===== src/rtl/ann_layer_engine.sv =====
// ann_layer_engine
// Fully-connected ANN layer: N_OUT neurons, each a weighted sum of N_IN
// unsigned inputs. A single serial MAC produces one product per cycle. Weights
// live in an on-chip RAM. An LFSR fills that RAM on first use or on request.
// The host can overwrite individual weights while the engine is idle.
//
// Ports
//   Clock     rising-edge clock
//   Rst       synchronous reset, active-high
//   Start     evaluation request, sampled only in IDLE
//   Init      with Start: force LFSR weight re-initialisation
//   in_flat   packed inputs, input i at [i*DW +: DW], latched on accepted Start
//   wr_en     host weight write strobe (IDLE only)
//   wr_addr   weight index j*N_IN+i
//   wr_data   signed weight
//   out_flat  packed outputs, neuron j at [j*DW +: DW]
//   Valid     1-cycle pulse, out_flat updated this cycle
//   Busy      high in any state except IDLE
//   state     current FSM state
//
// state | meaning
// IDLE  | waiting for Start; host weight writes accepted
// INIT  | LFSR writes one weight per cycle, address 0..N_IN*N_OUT-1
// MAC   | accumulate one input*weight product per cycle for neuron j
// STORE | shift, activate and buffer the result of neuron j
// DONE  | all neurons published on out_flat, Valid high
module ann_layer_engine #(
  parameter int          N_IN  = 30,
  parameter int          N_OUT = 5,
  parameter int          DW    = 10,
  parameter int          WW    = 8,
  parameter int          FRAC  = 7,
  parameter logic [15:0] SEED  = 16'hACE1,
  parameter int          ACT   = 0
) (
  input  logic                             Clock,
  input  logic                             Rst,
  input  logic                             Start,
  input  logic                             Init,
  input  logic [N_IN*DW-1:0]               in_flat,
  input  logic                             wr_en,
  input  logic [$clog2(N_IN*N_OUT)-1:0]    wr_addr,
  input  logic signed [WW-1:0]             wr_data,
  output logic [N_OUT*DW-1:0]              out_flat,
  output logic                             Valid,
  output logic                             Busy,
  output logic [2:0]                       state
);

  localparam int NW  = N_IN * N_OUT;
  localparam int AWA = $clog2(NW);
  localparam int AW  = DW + WW + $clog2(N_IN) + 1;
  localparam int IW  = (N_IN > 1) ? $clog2(N_IN) : 1;
  localparam int JW  = (N_OUT > 1) ? $clog2(N_OUT) : 1;
  localparam logic [DW-1:0] Y_MAX = '1;

  typedef enum logic [2:0] {
    S_IDLE  = 3'd0,
    S_INIT  = 3'd1,
    S_MAC   = 3'd2,
    S_STORE = 3'd3,
    S_DONE  = 3'd4
  } state_t;

  state_t               st;
  logic signed [WW-1:0] wram [NW];
  logic [DW-1:0]        in_reg [N_IN];
  logic [DW-1:0]        res_buf [N_OUT];
  logic [15:0]          lfsr;
  logic [15:0]          lfsr_next;
  logic                 weights_valid;
  logic [AWA-1:0]       w_addr;
  logic [IW-1:0]        i_cnt;
  logic [JW-1:0]        j_cnt;
  logic signed [AW-1:0] acc;

  logic                 wr_ok;
  logic                 ram_we;
  logic [AWA-1:0]       ram_waddr;
  logic signed [WW-1:0] ram_wdata;
  logic signed [WW-1:0] w_cur;
  logic [DW-1:0]        x_cur;
  logic signed [AW-1:0] prod;
  logic signed [AW-1:0] acc_sh;
  logic [DW-1:0]        y;
  logic [N_OUT*DW-1:0]  res_pack;

  assign state = st;

  // Galois LFSR, x^16+x^14+x^13+x^11+1
  assign lfsr_next = lfsr[0] ? ((lfsr >> 1) ^ 16'hB400) : (lfsr >> 1);

  // Host writes outside the weight array are dropped.
  assign wr_ok     = ({1'b0, wr_addr} < (AWA+1)'(NW));
  assign ram_we    = !Rst && ((st == S_INIT) || (st == S_IDLE && wr_en && wr_ok));
  assign ram_waddr = (st == S_INIT) ? w_addr : wr_addr;
  assign ram_wdata = (st == S_INIT) ? $signed(lfsr[WW-1:0]) : wr_data;

  // Weight RAM has no reset; contents survive Rst.
  always_ff @(posedge Clock) begin
    if (ram_we) wram[ram_waddr] <= ram_wdata;
  end

  // MAC walks the weights in storage order, so w_addr doubles as read address.
  assign w_cur  = wram[w_addr];
  assign x_cur  = in_reg[i_cnt];
  assign prod   = AW'($signed({1'b0, x_cur})) * AW'(w_cur);
  assign acc_sh = acc >>> FRAC;

  always_comb begin
    y = '0;
    if (ACT == 0) begin
      if (acc_sh[AW-1])
        y = '0;
      else if (acc_sh > $signed({{(AW-DW){1'b0}}, Y_MAX}))
        y = Y_MAX;
      else
        y = acc_sh[DW-1:0];
    end else begin
      y = (!acc[AW-1] && (acc != '0)) ? Y_MAX : '0;
    end
  end

  // Result buffer with the neuron being stored merged in, so the last
  // neuron reaches out_flat on the same edge it is computed.
  always_comb begin
    res_pack = '0;
    for (int k = 0; k < N_OUT; k++)
      res_pack[k*DW +: DW] = (JW'(k) == j_cnt) ? y : res_buf[k];
  end

  always_ff @(posedge Clock) begin
    if (Rst) begin
      st            <= S_IDLE;
      out_flat      <= '0;
      Valid         <= 1'b0;
      Busy          <= 1'b0;
      weights_valid <= 1'b0;
      lfsr          <= SEED;
      w_addr        <= '0;
      i_cnt         <= '0;
      j_cnt         <= '0;
      acc           <= '0;
      for (int k = 0; k < N_OUT; k++) res_buf[k] <= '0;
    end else begin
      Valid <= 1'b0;
      case (st)
        S_IDLE: begin
          if (Start) begin
            for (int k = 0; k < N_IN; k++) in_reg[k] <= in_flat[k*DW +: DW];
            w_addr <= '0;
            i_cnt  <= '0;
            j_cnt  <= '0;
            Busy   <= 1'b1;
            st     <= (Init || !weights_valid) ? S_INIT : S_MAC;
          end
        end
        S_INIT: begin
          lfsr <= lfsr_next;
          if (w_addr == AWA'(NW-1)) begin
            weights_valid <= 1'b1;
            w_addr        <= '0;
            st            <= S_MAC;
          end else begin
            w_addr <= w_addr + AWA'(1);
          end
        end
        S_MAC: begin
          acc    <= (i_cnt == '0) ? prod : acc + prod;
          w_addr <= w_addr + AWA'(1);
          if (i_cnt == IW'(N_IN-1)) begin
            i_cnt <= '0;
            st    <= S_STORE;
          end else begin
            i_cnt <= i_cnt + IW'(1);
          end
        end
        S_STORE: begin
          res_buf[j_cnt] <= y;
          if (j_cnt == JW'(N_OUT-1)) begin
            j_cnt    <= '0;
            out_flat <= res_pack;
            Valid    <= 1'b1;
            st       <= S_DONE;
          end else begin
            j_cnt <= j_cnt + JW'(1);
            st    <= S_MAC;
          end
        end
        S_DONE: begin
          Busy <= 1'b0;
          st   <= S_IDLE;
        end
        default: begin
          Busy <= 1'b0;
          st   <= S_IDLE;
        end
      endcase
    end
  end

endmodule


===== config.mk =====
export PLATFORM = sky130hd
export DESIGN_NAME = ann_layer_engine
export DESIGN_NICKNAME = d
export VERILOG_FILES = /design/src/rtl/ann_layer_engine.sv
export SDC_FILE = /design/constraint.sdc
export NUM_CORES = 2
export LEC_CHECK = 0
export ABC_CLOCK_PERIOD_IN_PS = 76800
export CORE_ASPECT_RATIO = 1.2
export CORE_MARGIN = 2
export CORE_UTILIZATION = 60
export DETAILED_ROUTE_END_ITERATION = 12
export GPL_TIMING_DRIVEN = 0
export PLACE_DENSITY = 0.8
export SLEW_MARGIN = 20
export SYNTH_ARGS = -nofsm -noshare
export SYNTH_HDL_FRONTEND = slang
export SYNTH_SLANG_ARGS = --single-unit

===== constraint.sdc =====
create_clock -name Clock -period 76.8 [get_ports Clock]
set_clock_uncertainty 0.2 [all_clocks]
set_input_delay 15.36 -clock Clock [delete_from_list [all_inputs] [get_ports Clock]]
set_output_delay 15.36 -clock Clock [all_outputs]
set_load 0.01 [all_outputs]

## Word-level counts from Yosys, hierarchy flattened

Memory sizes are Yosys's and may differ from the RTL's. A register that Yosys moved wholly into a read port is not among the register bits.
Index checks and enable logic that the tools add are counted.

| word-level totals | value |
|---|---|
| flip-flop bits (word level) | 62 |
| latch bits | 0 |
| RAM bits | 1550 |
| ROM bits | 0 |
| input port bits | 321 |
| output and inout port bits | 55 |
| logic and storage cells | 95 |
| memories kept | 3 |

| operators by class | value |
|---|---|
| add/sub/neg operators | 4 |
| multiply operators | 1 |
| divide/modulo/power cells | 0 |
| order comparisons | 2 |
| equal/unequal tests | 9 |
| shift operators | 0 |
| multiplexer cells | 42 |
| bitwise gates (word level) | 3 |
| reductions and logical operators | 22 |

Memories:

| name | depth | width | rd ports | clocked after memory_dff | wr ports | RTL line | RTL |
|---|---|---|---|---|---|---|---|
| wram | 150 | 8 | 1 | 1 | 1 | 66 | `logic signed [WW-1:0] wram [NW];` |
| in_reg | 30 | 10 | 1 | 1 | 30 | 67 | `logic [DW-1:0] in_reg [N_IN];` |
| res_buf | 5 | 10 | 5 | 5 | 5 | 68 | `logic [DW-1:0] res_buf [N_OUT];` |

Operator list:

| kind | count |
|---|---|
| $mux W8 | 6 |
| $mux W10 | 3 |
| $add A24 B19 Y24 | 1 |
| $mux W24 | 1 |
| $pmux W8 S3 | 1 |
| $mux W3 | 7 |
| $mux W5 | 4 |
| $mul A11 B8 Y19 | 1 |
| $gt A17 B11 Y1 const B | 1 |
| $mux W16 | 1 |
| $mux W1 | 14 |
| $pmux W3 S4 | 1 |
| $reduce_and A2 Y1 | 6 |
| $pmux W5 S2 | 1 |
| $reduce_or A10 Y1 | 1 |
| $add A8 B1 Y8 const B | 1 |
| $eq A8 B8 Y1 const B | 1 |
| $lt A8 B8 Y1 const B | 1 |
| $eq A3 B2 Y1 const B | 2 |
| $pmux W3 S2 | 1 |
| $add A5 B1 Y5 const B | 1 |
| $eq A5 B5 Y1 const B | 1 |
| $logic_not A5 Y1 | 1 |
| $ne A2 B2 Y1 const B | 2 |
| other kinds (17) | 23 |

## Longest topological paths before layout

| logic depth | value |
|---|---|
| depth in word-level cells | 7 |
| gate-level depth with buffers | 38 |
| gate-level depth less buffers | 31 |

## Worst setup path before layout

No wires, ideal clock.

| timing path | value |
|---|---|
| path type | input port to flip-flop |
| start | input Rst |
| end | memory in_reg[0][0] (enable) |
| library setup time | 1.329 ns |
| arrival | 36.137 ns |
| data required time | 75.271 ns |
| setup slack | 39.134 ns |
| stages | 3 |
| path buffers | 2 |
| path through | clkbuf_1 > clkbuf_1 > nor3_1 |

RTL lines:

| what | RTL line | RTL |
|---|---|---|
| start: declaration | 37 | `input logic Rst,` |
| end: declaration | 67 |  |

## Worst setup path after layout

| timing path | value |
|---|---|
| start | input wr_addr[2] |
| end | memory wram[67][6] (enable) |

| between the ends | value |
|---|---|
| word-level cells in the longest chain between the ends | 6 |
| elaborated cells between the ends (all ways) | 7 |
| those cells by class | order compare: 1; mux: 3; reduce/logical: 3 |

Ends and longest elaborated chain:

| what | RTL line | RTL |
|---|---|---|
| start: declaration | 42 | `input logic [$clog2(N_IN*N_OUT)-1:0] wr_addr,` |
| $lt A8 B8 Y1 | 94 | `assign wr_ok = ({1'b0, wr_addr} < (AWA+1)'(NW));` |
| $logic_and A1 B1 Y1 | 95 | `assign ram_we = !Rst && ((st == S_INIT) \|\| (st == S_IDLE && wr_en && wr_ok));` |
| $logic_or A1 B1 Y1 | 95 |  |
| $logic_and A1 B1 Y1 | 95 |  |
| $mux W1 | 101 | `if (ram_we) wram[ram_waddr] <= ram_wdata;` |
| $mux W1 (not written as such) | 101 |  |
| end: declaration | 66 |  |

Several ways; a longest one is shown, not always the timed one.

==> results_dict.tcl <==
set metrics [dict create \
    layout_min_cycle_time_ns 18.91 \
    critical-path-max-stage-delay_ns 0.76 \
    syn_nets 4056 \
    multi_input_area_um2 18180 \
    slew_viol_final 0 \
    cts_root_buffer "clkbuf_16" \
    nets 4634 \
    criticalPathCategory "in -> reg" \
    r2r_cells 34 \
    grt_max_degree 83 \
    worstMarginPinSlew_ns 1.256 \
    synthToLayoutAreaGrowth_pct 16.57 \
    slew_headroom_pct 16.29 \
    postCtsSetupBuffers 0 \
    synthArstFlopShare_pct 0 \
    die_area_um2 116000 \
    clockBufferDepth 3 \
    drc 0 \
    setup.worst_path.start_class "input port" \
    path_delay_family "simple AND/OR/NAND/NOR gates" \
    cts_tree "built" \
    routed_wl_um 197000 \
    cpMaxStageDelayCell "nor2_1" \
    fp-row-count 135 \
    p_seq_share_pct 44.3 \
    drive_above_1_share_pct 19.54 \
    status "finished clean" \
    crit_end "wram[67][6]$_DFFE_PP_" \
    utilization_pct 70.34 \
    ff_latch_area_um2 48750 \
    cts_sinks 1665 \
    endpoint_kind "flip-flop" \
    yosysSeqAreaShare_pct 71.70 \
    htreeDepth 4 \
    maxCapViolations 0 \
    gr-total-overflow 0 \
    grt_pass1_wl_um 279100 \
    reg2reg_setup_slack_ns 65.46 \
    routed_via_density 6.796 \
    via_count 39640 \
    synth-seq-cells 1665 \
    port_buffers 375 \
    yosys_warnings 0 \
    cts_buffers 153 \
    clk_pin_slew_ns 0.06 \
    antenna_found_initial 28 \
    hold_path.class "reg -> reg" \
    fin_tns_setup_ns 0 \
    syn_area_per_cell_um2 18.86 \
    die_width_um 311.3 \
    internal_power_w 0.001672 \
    crit_chain "clkdlybuf4s50_1, a21oi_1, nor2b_1, o31ai_1, a21oi_1, or4_1, or3_1, clkbuf_1, clkbuf_1, nor2_1" \
    cts_resized 0 \
    clkPwrFrac_pct 32.2 \
    cp_num_buf_inv 3 \
    dp_hpwl_um 124700 \
    rsz0062_at_grt "no" \
    synth_edf_count 1540 \
    synthCells 3604 \
    switching_share_pct 28.76 \
    largest_reg_flops 1200 \
    first_iter_violations 6267 \
    path_depth 10 \
    post_drt_wl_per_cell_um 33.77 \
    final_hold_viol_count 0 \
    ctsHoldBuffers 0 \
    core_um2 112700 \
    path_max_fanout 10 \
    start_util_pct 60.34 \
    power_density_nw_per_um2 29.61 \
    r2r-end "acc[22]$_SDFFE_PP0P_" \
    stdcell_area_um2 79250 \
    first_pass_iters 9 \
    setup_viol 0 \
    fillers 6618 \
    ir_drop_v 0.00002946 \
    synth_top_flop_cell "edfxtp_1" \
    cp-startpoint "wr_addr[2]" \
    ios 376 \
    worstPathArrival_ns 19.11 \
    ant_nets 0 \
    p_switching_w 0.0006750 \
    leakage_nw 25.52 \
    finalCritPeriodShare_pct 24.62 \
    die_h_um 372.7 \
    combPwrFrac_pct 23.4 \
    synth_area_um2 67980 \
    netlist-cell-type-count 63 \
    final_cell_mix "edfxtp_1, mux4_2, clkdlybuf4s50_1" \
    mostFrequentLayoutCell "edfxtp_1" \
    clock_latency_ns 0.80 \
    postPlaceCellArea_um2 74340 \
    fmax_ghz 0.05288 \
    place.gp.congestion 0.9643 \
    crit_required_ns 76.99 \
    grt_pass1_vias 39010 \
    grt_usage_pct 34.25 \
]
## layout make-up
type	count	share of cell area [%]
Sequential cell	1665	61.51
Multi-Input combinational cell	1664	22.94
Timing Repair Buffer	423	5.542
Clock buffer	203	5.199
Tap cell	1507	2.379
Buffer	184	1.029
Clock inverter	74	0.9015
Inverter	91	0.4310
Antenna cell	22	0.06947
## layer usage
metal / GRT usage, % / part of all wire, % / vias to the layer above
li1: - / - / 15550
met1: 43.16 / 32 / 19950
met2: 53.98 / 48 / 3432
met3: 9.858 / 13 / 706
met4: 19.10 / 6.5 / 4
met5: 0 / 0.022 / -
## Yosys cell counts, drive strengths merged (3+ instances only)
cell type     n  area share [%]
a21oi       110            0.81
nand4         8           0.074
xnor2        21            0.27
a311oi        9            0.12
o21ai        45            0.41
o31ai         9           0.099
ha           81             1.5
fa           50             1.5
buf          79            0.58
nor3         32            0.24
or3          11            0.10
clkbuf      105            0.58
xor2         15            0.19
nor2b         8           0.074
inv          91            0.50
nor3b         4           0.044
nand2b        6           0.055
mux2         16            0.27
a211oi       28            0.31
a21o         13            0.14
a2bb2oi       3           0.039
nand2       206             1.1
dfxtp       125             3.7
edfxtp     1540              68
mux4        465              15
nor2        348             1.9
and3         11            0.10
and2          8           0.074
nor4          3           0.028
mux2i        35            0.52
o21bai       14            0.15
a31oi         5           0.046
a211o         4           0.052
a31o          3           0.039
nand3        22            0.16
o211ai       13            0.14
o22ai         4           0.037
nand3b        6           0.066
or4           4           0.044
or2          18            0.17
o21a          5           0.055
## worst min path at each step
stage | from | cells past startpoint | end | slack (ns)
3_5_place_dp | out_flat[28]$_SDFFE_PP0P_ | 2 | out_flat[28]$_SDFFE_PP0P_ | 0.25
6_report | lfsr[10]$_SDFFE_PP1P_ | 2 | lfsr[9]$_SDFFE_PP0P_ | 0.25
5_1_grt | lfsr[10]$_SDFFE_PP1P_ | 2 | lfsr[9]$_SDFFE_PP0P_ | 0.27
3_3_place_gp | lfsr[15]$_SDFFE_PP1P_ | 2 | lfsr[14]$_SDFFE_PP0P_ | 0.24
4_1_cts | lfsr[10]$_SDFFE_PP1P_ | 2 | lfsr[9]$_SDFFE_PP0P_ | 0.25
2_1_floorplan | lfsr[9]$_SDFFE_PP0P_ | 2 | lfsr[8]$_SDFFE_PP0P_ | 0.23
## worst min-delay path, stage by stage (launching register included)
cell and delay (ns):
dfxtp_1 0.31, nand2_1 0.05, a21oi_1 0.05
## cells by family after synthesis
group | Yosys count | synth area share, %
flops | 1665 | 71.70
simple gates | 701 | 4.366
mux | 516 | 16.19
compound gates | 280 | 2.656
buf+inv | 275 | 1.662
fa+ha+maj | 131 | 2.963
xor+xnor | 36 | 0.4638
## power groups by stage
| stage | sequential, W | combinational, W | clock, W |
|---|---|---|---|
| floorplan | 0.00107 | 0.000374 | 0 |
| finish | 0.00104 | 0.000550 | 0.000757 |
| global placement | 0.00108 | 0.000509 | 0 |
| global route | 0.00104 | 0.000597 | 0.000788 |
| detailed placement | 0.00106 | 0.000533 | 0 |
| CTS | 0.00104 | 0.000541 | 0.000755 |
## per-stage QoR
step / std cells / hold WS, ns / setup WS, ns / total power [W]
2_1_floorplan: 3604 / 0.2321 / 39.13 / 0.001445
3_3_place_gp: 5486 / 0.2397 / 31.28 / 0.001593
3_5_place_dp: 5533 / 0.2485 / 57.29 / 0.001592
4_1_cts: 5810 / 0.2508 / 58.01 / 0.002336
5_1_grt: 5830 / 0.2697 / 57.81 / 0.002425
6_report: 5833 / 0.2498 / 57.89 / 0.002347
(Power assumes the default switching activity.)
